### config.mk
export PLATFORM = sky130hd
export DESIGN_NAME = boot_loader_flat
export DESIGN_NICKNAME = d
export VERILOG_FILES = /design/src/rtl/boot_loader_if.sv /design/src/rtl/boot_loader.sv /design/src/flat_wrapper.sv
export SDC_FILE = /design/constraint.sdc
export NUM_CORES = 1
export LEC_CHECK = 0
export CELL_PAD_IN_SITES_DETAIL_PLACEMENT = 0
export CELL_PAD_IN_SITES_GLOBAL_PLACEMENT = 1
export CORE_ASPECT_RATIO = 0.7
export CORE_MARGIN = 2
export CORE_UTILIZATION = 38
export CTS_CLUSTER_DIAMETER = 120
export DETAILED_ROUTE_END_ITERATION = 10
export PLACE_DENSITY = 0.84
export SYNTH_ARGS = -nofsm -noshare
export SYNTH_HDL_FRONTEND = slang
export SYNTH_SLANG_ARGS = --single-unit
### constraint.sdc
create_clock -name clk -period 3.6 [get_ports clk]
set_input_delay 0.36 -clock clk [delete_from_list [all_inputs] [get_ports clk]]
set_output_delay 0.36 -clock clk [all_outputs]
set_load 0.1 [all_outputs]
### src/rtl/boot_loader_if.sv
// Byte-stream receive link plus instruction-memory write port and core-release status
// of the program loader, bundled so the loader and its environment share one port.
interface boot_loader_if;
    logic        rx_valid;
    logic [7:0]  rx_data;
    logic        rx_ready;
    logic        imem_we;
    logic [31:0] imem_addr;
    logic [31:0] imem_wdata;
    logic        cpu_reset;
    logic        done;
    logic        error;

    modport master (
        output rx_valid, rx_data,
        input  rx_ready, imem_we, imem_addr, imem_wdata, cpu_reset, done, error
    );

    modport slave (
        input  rx_valid, rx_data,
        output rx_ready, imem_we, imem_addr, imem_wdata, cpu_reset, done, error
    );
endinterface

### src/rtl/boot_loader.sv
// Receives a framed program (16-bit word count, big-endian words, XOR checksum), writes it
// into instruction memory and releases the core only once the checksum matches.
module boot_loader #(
    parameter int          MAX_WORDS = 32,
    parameter logic [31:0] ADDR_BASE = 32'h0
) (
    input  logic         clk,
    input  logic         reset,
    boot_loader_if.slave bus
);
    typedef enum logic [2:0] {CNT_HI, CNT_LO, DATA, CHECK, RUN, ERR} state_t;

    state_t      state_q, state_d;
    logic [15:0] n_q, n_d;
    logic [7:0]  csum_q, csum_d;
    logic [15:0] word_idx_q, word_idx_d;
    logic [1:0]  byte_idx_q, byte_idx_d;
    logic [23:0] shift_q, shift_d;
    logic        rx_ready_q, rx_ready_d;
    logic        imem_we_q, imem_we_d;
    logic [31:0] imem_addr_q, imem_addr_d;
    logic [31:0] imem_wdata_q, imem_wdata_d;
    logic        cpu_reset_q, cpu_reset_d;
    logic        done_q, done_d;
    logic        error_q, error_d;

    logic        accept;
    logic [15:0] n_full;
    logic [15:0] word_idx_inc;

    assign accept       = bus.rx_valid && rx_ready_q;
    assign n_full       = {n_q[15:8], bus.rx_data};
    assign word_idx_inc = word_idx_q + 16'd1;

    always_comb begin
        state_d      = state_q;
        n_d          = n_q;
        csum_d       = csum_q;
        word_idx_d   = word_idx_q;
        byte_idx_d   = byte_idx_q;
        shift_d      = shift_q;
        imem_we_d    = 1'b0;
        imem_addr_d  = imem_addr_q;
        imem_wdata_d = imem_wdata_q;

        case (state_q)
            CNT_HI: if (accept) begin
                n_d     = {bus.rx_data, 8'h00};
                csum_d  = bus.rx_data;
                state_d = CNT_LO;
            end
            CNT_LO: if (accept) begin
                n_d    = n_full;
                csum_d = csum_q ^ bus.rx_data;
                // Full 16-bit compare so huge counts are rejected instead of wrapping.
                if ({16'h0, n_full} > 32'(MAX_WORDS)) begin
                    state_d = ERR;
                end else if (n_full == 16'd0) begin
                    state_d = CHECK;
                end else begin
                    state_d    = DATA;
                    word_idx_d = 16'd0;
                    byte_idx_d = 2'd0;
                end
            end
            DATA: if (accept) begin
                csum_d     = csum_q ^ bus.rx_data;
                shift_d    = {shift_q[15:0], bus.rx_data};
                byte_idx_d = byte_idx_q + 2'd1;
                if (byte_idx_q == 2'd3) begin
                    imem_we_d    = 1'b1;
                    imem_addr_d  = ADDR_BASE + {14'h0, word_idx_q, 2'b00};
                    imem_wdata_d = {shift_q, bus.rx_data};
                    word_idx_d   = word_idx_inc;
                    if (word_idx_inc == n_q) begin
                        state_d = CHECK;
                    end
                end
            end
            CHECK: if (accept) begin
                state_d = (bus.rx_data == csum_q) ? RUN : ERR;
            end
            default: ;
        endcase

        rx_ready_d  = (state_d == CNT_HI) || (state_d == CNT_LO) ||
                      (state_d == DATA)   || (state_d == CHECK);
        cpu_reset_d = (state_d != RUN);
        done_d      = (state_d == RUN);
        error_d     = (state_d == ERR);
    end

    always_ff @(posedge clk or posedge reset) begin
        if (reset) begin
            state_q      <= CNT_HI;
            n_q          <= 16'd0;
            csum_q       <= 8'h00;
            word_idx_q   <= 16'd0;
            byte_idx_q   <= 2'd0;
            shift_q      <= 24'h0;
            rx_ready_q   <= 1'b0;
            imem_we_q    <= 1'b0;
            imem_addr_q  <= ADDR_BASE;
            imem_wdata_q <= 32'h0;
            cpu_reset_q  <= 1'b1;
            done_q       <= 1'b0;
            error_q      <= 1'b0;
        end else begin
            state_q      <= state_d;
            n_q          <= n_d;
            csum_q       <= csum_d;
            word_idx_q   <= word_idx_d;
            byte_idx_q   <= byte_idx_d;
            shift_q      <= shift_d;
            rx_ready_q   <= rx_ready_d;
            imem_we_q    <= imem_we_d;
            imem_addr_q  <= imem_addr_d;
            imem_wdata_q <= imem_wdata_d;
            cpu_reset_q  <= cpu_reset_d;
            done_q       <= done_d;
            error_q      <= error_d;
        end
    end

    assign bus.rx_ready   = rx_ready_q;
    assign bus.imem_we    = imem_we_q;
    assign bus.imem_addr  = imem_addr_q;
    assign bus.imem_wdata = imem_wdata_q;
    assign bus.cpu_reset  = cpu_reset_q;
    assign bus.done       = done_q;
    assign bus.error      = error_q;
endmodule

### src/flat_wrapper.sv
// flat-port wrapper written by rule: the top's interface ports become plain ports
module boot_loader_flat 
#(
    parameter int          MAX_WORDS = 32,
    parameter logic [31:0] ADDR_BASE = 32'h0
)
  (clk, reset, bus_rx_valid, bus_rx_data, bus_rx_ready, bus_imem_we, bus_imem_addr, bus_imem_wdata, bus_cpu_reset, bus_done, bus_error);
  boot_loader_if bus_i ();
  input  logic clk;
  input  logic reset;
  input wire logic [$bits(bus_i.rx_valid)-1:0] bus_rx_valid;
  input wire logic [$bits(bus_i.rx_data)-1:0] bus_rx_data;
  output wire logic [$bits(bus_i.rx_ready)-1:0] bus_rx_ready;
  output wire logic [$bits(bus_i.imem_we)-1:0] bus_imem_we;
  output wire logic [$bits(bus_i.imem_addr)-1:0] bus_imem_addr;
  output wire logic [$bits(bus_i.imem_wdata)-1:0] bus_imem_wdata;
  output wire logic [$bits(bus_i.cpu_reset)-1:0] bus_cpu_reset;
  output wire logic [$bits(bus_i.done)-1:0] bus_done;
  output wire logic [$bits(bus_i.error)-1:0] bus_error;
  assign bus_i.rx_valid = bus_rx_valid;
  assign bus_i.rx_data = bus_rx_data;
  assign bus_rx_ready = bus_i.rx_ready;
  assign bus_imem_we = bus_i.imem_we;
  assign bus_imem_addr = bus_i.imem_addr;
  assign bus_imem_wdata = bus_i.imem_wdata;
  assign bus_cpu_reset = bus_i.cpu_reset;
  assign bus_done = bus_i.done;
  assign bus_error = bus_i.error;
  boot_loader #(.MAX_WORDS(MAX_WORDS), .ADDR_BASE(ADDR_BASE)) u_core (.clk(clk), .reset(reset), .bus(bus_i));
endmodule
==> flow_metrics.env <==
export IMPL_post_route_period_util_pct=69.6
export IMPL_ctsHoldBuffers=0
export IMPL_critPathSlowestCell="dfrtp_1"
export IMPL_hold_worst_slack_ps=275
export IMPL_clock_latency_ps=410
export IMPL_synth_top_cell_area_share_pct=52.8
export IMPL_max_cap_violations=0
export IMPL_clock_path_buffers=2
export IMPL_cts_root_buf="clkbuf_16"
export IMPL_synth_area_leader_cell="dfrtp_1"
export IMPL_fillers=1378
export IMPL_cp_data_arrival_time_ps=2840
export IMPL_cts_resized=0
export IMPL_crit_buf_inv=0
export IMPL_dieArea_sq_um=16100
export IMPL_drt_initial_drc_count=288
export IMPL_post_dp_cell_area_sq_um=6430
export IMPL_critPathKind="reg2reg"
export IMPL_ys_async_sr_fraction_pct=100
export IMPL_via_per_inst=5.02
export IMPL_synth_compound_area_share_pct=8.31
export IMPL_synth_edf_count=0
export IMPL_cts_max_level=4
export IMPL_reg2regPathDepth=7
export IMPL_drcViolationCount=0
export IMPL_grt_pass1_wl_um=22000
export IMPL_start_util_pct=39.0
export IMPL_slowest_delay_ps=500
export IMPL_syn_inst=610
export IMPL_rr_endpoint="u_core.bus.error"
export IMPL_rsz0062_at_grt="false"
export IMPL_startpoint_type="register"
export IMPL_crit_path_end_kind="register"
export IMPL_grt_pass1_vias=4196
export IMPL_cts_sinks=122
export IMPL_pin_count=80
export IMPL_rows=37
export IMPL_r2r_start="u_core.word_idx_q[0]"
export IMPL_cts_buffers=17
export IMPL_drt_wl_total_um=13200
export IMPL_drive_gt1_share_pct=10.8
export IMPL_holdCritPathClass="in2async"
export IMPL_slew_headroom_pct=28.2
export IMPL_path_delay_family="simple AND/OR/NAND/NOR gates"
export IMPL_yosysSeqAreaShare_pct=53.2
export IMPL_crit_fanout=8
export IMPL_core_area_sq_um=14700
export IMPL_synth_cell_types=57
export IMPL_cts_tree="yes"
export IMPL_flow_area_growth_from_synthesis_pct=21.9
export IMPL_antenna_left=0
export IMPL_overflow=0
export IMPL_grt_max_degree=70
export IMPL_cp_common_cell="a21oi_1"
export IMPL_first_pass_iters=4
export IMPL_cp_data_required_time_ps=3930
export IMPL_die_y_um=107
export IMPL_post_drt_wl_per_cell_um=15.2
export IMPL_yosys_warnings=0
export IMPL_diodes=0
export IMPL_p_leak_nw=3.30
export IMPL_period_needed_ps=2510
export IMPL_synthTopCellsByArea="dfrtp_1 53%, nand2_1 14%, mux2_2 4.3%"
export IMPL_grt_antenna_before_repair=0
export IMPL_muxShareOfSynthArea_pct=4.71
export IMPL_synth_xor_xnor_area_share_pct=5.80
export IMPL_avgSynthCellArea_sq_um=9.40
export IMPL_drv_slew=0
export IMPL_syn_area_sq_um=5740
export IMPL_setup_violations=0
export IMPL_synth_top_family_by_area="simple AND/OR/NAND/NOR gates"
export IMPL_status="finished, final reports clean"
export IMPL_final_seq_area_sq_um=3050
export IMPL_final_area_sq_um=7000
export IMPL_fmax_mhz=399
export IMPL_numPortBuffers=63
export IMPL_ir_worst_vdd_mv=0.538
export IMPL_nets=673
export IMPL_synth_seq_cells=122
export IMPL_gp_congestion=0.846
export IMPL_die_w_um=151
export IMPL_ys_flop_type="dfrtp_1"
export IMPL_r2r_slack_ps=1090
export IMPL_synthSimpleGateAreaFrac_pct=21.8
export IMPL_tns_ps=0
export IMPL_vias=4360
export IMPL_power_density_nw_per_um2=586
export IMPL_worst_setup_hold_path_clk_slew_ps=60
export IMPL_hpwlAfterDp_um=9050
export IMPL_path_cells="ha_1 > and4_1 > nand2_1 > or4_1 > a21oi_1 > o2111ai_1 > a21oi_1"
export IMPL_multi_input_area_sq_um=2410
export IMPL_tightest_slew_ps=1070
export IMPL_grt_usage_pct=17.5
export IMPL_skew_ps=9.67
export IMPL_synthAdderAreaFrac_pct=0.436
export IMPL_post_cts_buffers=0
export IMPL_final_hold_viol_count=0
-- through the flow --
stage	utilization [%]	setup WS (ps)	instances	power, mW
floorplan	-	1100	625	2.33
global placement	43.7	945	836	2.49
detailed placement	43.7	894	836	2.50
CTS	47.5	1080	868	4.14
global route	47.5	884	868	4.30
finish	47.5	1090	868	4.10
-- cell families (layout without fill, tap and decap cells) --
logic type / after synthesis / count (layout)
AND/OR/NAND/NOR: 287 / 287
flip-flops: 122 / 122
AO/OA/AOI/OAI: 75 / 75
buffers and inverters: 61 / 109
XOR/XNOR: 38 / 38
multiplexers: 24 / 24
adder cells (fa/ha/maj): 2 / 2
other: 1 / 16
-- cells in the final DEF, fill, tap and decap left out, types with 6 or more instances in the layout --
cell / n
nand2_1: 208
dfrtp_1: 121
clkdlybuf4s50_1: 63
xor2_1: 25
nor2_1: 23
o21ai_0: 23
mux2_2: 22
clkbuf_16: 17
conb_1: 16
o21ai_1: 15
xnor2_1: 13
a21oi_1: 10
nand3_1: 8
inv_1: 7
nand4_1: 7
and2_1: 6
o31ai_1: 6
inv_6: 6
-- cell type report --
class | instances | share of cell area (%)
multi-input cells | 442 | 34.5
clock inverters | 14 | 1.93
flip-flops and latches | 122 | 43.7
inverters | 9 | 0.537
clock buffers | 18 | 6.13
well taps | 195 | 3.49
repair buffers | 68 | 9.73
-- routing by layer --
metal	part of all wire, %	global-route usage (%)	vias to the layer above	wire length, um
li1	-	-	2081	-
met1	50	26.5	2153	6560
met2	44	25.2	115	5790
met3	5.4	4.13	11	715
met4	0.81	4.41	0	107
met5	0	0	-	0
-- sequential cells by signal, summed over array words and instances (netlist names) --
signal / flops
u_core.shift_q: 24
u_core.state_q: 3
u_core.bus.rx_ready: 1
u_core.csum_q: 8
u_core.bus.imem_wdata: 32
u_core.bus.done: 1
u_core.bus.cpu_reset: 1
u_core.n_q: 16
u_core.bus.error: 1
u_core.bus.imem_addr: 16
u_core.byte_idx_q: 2
u_core.word_idx_q: 16
u_core.bus.imem_we: 1
-- where the power goes --
part           total [mW]  switching (mW)  internal [mW]
logic               0.783           0.518          0.265
registers            1.70           0.170           1.53
clock network        1.61           0.653          0.962
-- worst max path at each step --
stage                                    start                    end  slack [ps]  cells after the start
after floorplan            u_core.bus.rx_ready   u_core.word_idx_q[6]        1100                      7
after global placement          bus_rx_data[7]  u_core.word_idx_q[11]         950                      7
after detailed placement        bus_rx_data[2]  u_core.word_idx_q[11]         890                      7
after CTS                 u_core.word_idx_q[0]       u_core.bus.error        1080                      7
after global routing      u_core.word_idx_q[0]       u_core.bus.error         880                      7
final                     u_core.word_idx_q[0]       u_core.bus.error        1090                      7
-- synthesized netlist by cell type (8+ instances only) --
library cell	count
xor2_1	25
clkbuf_1	19
xnor2_1	13
nor2_1	23
buf_2	10
buf_4	18
o21ai_0	23
nand3_1	8
nand2_1	208
mux2_2	22
o21ai_1	15
a21oi_1	10
inv_1	8
dfrtp_1	121
No activity file was read; power rests on OpenSTA's default activity.
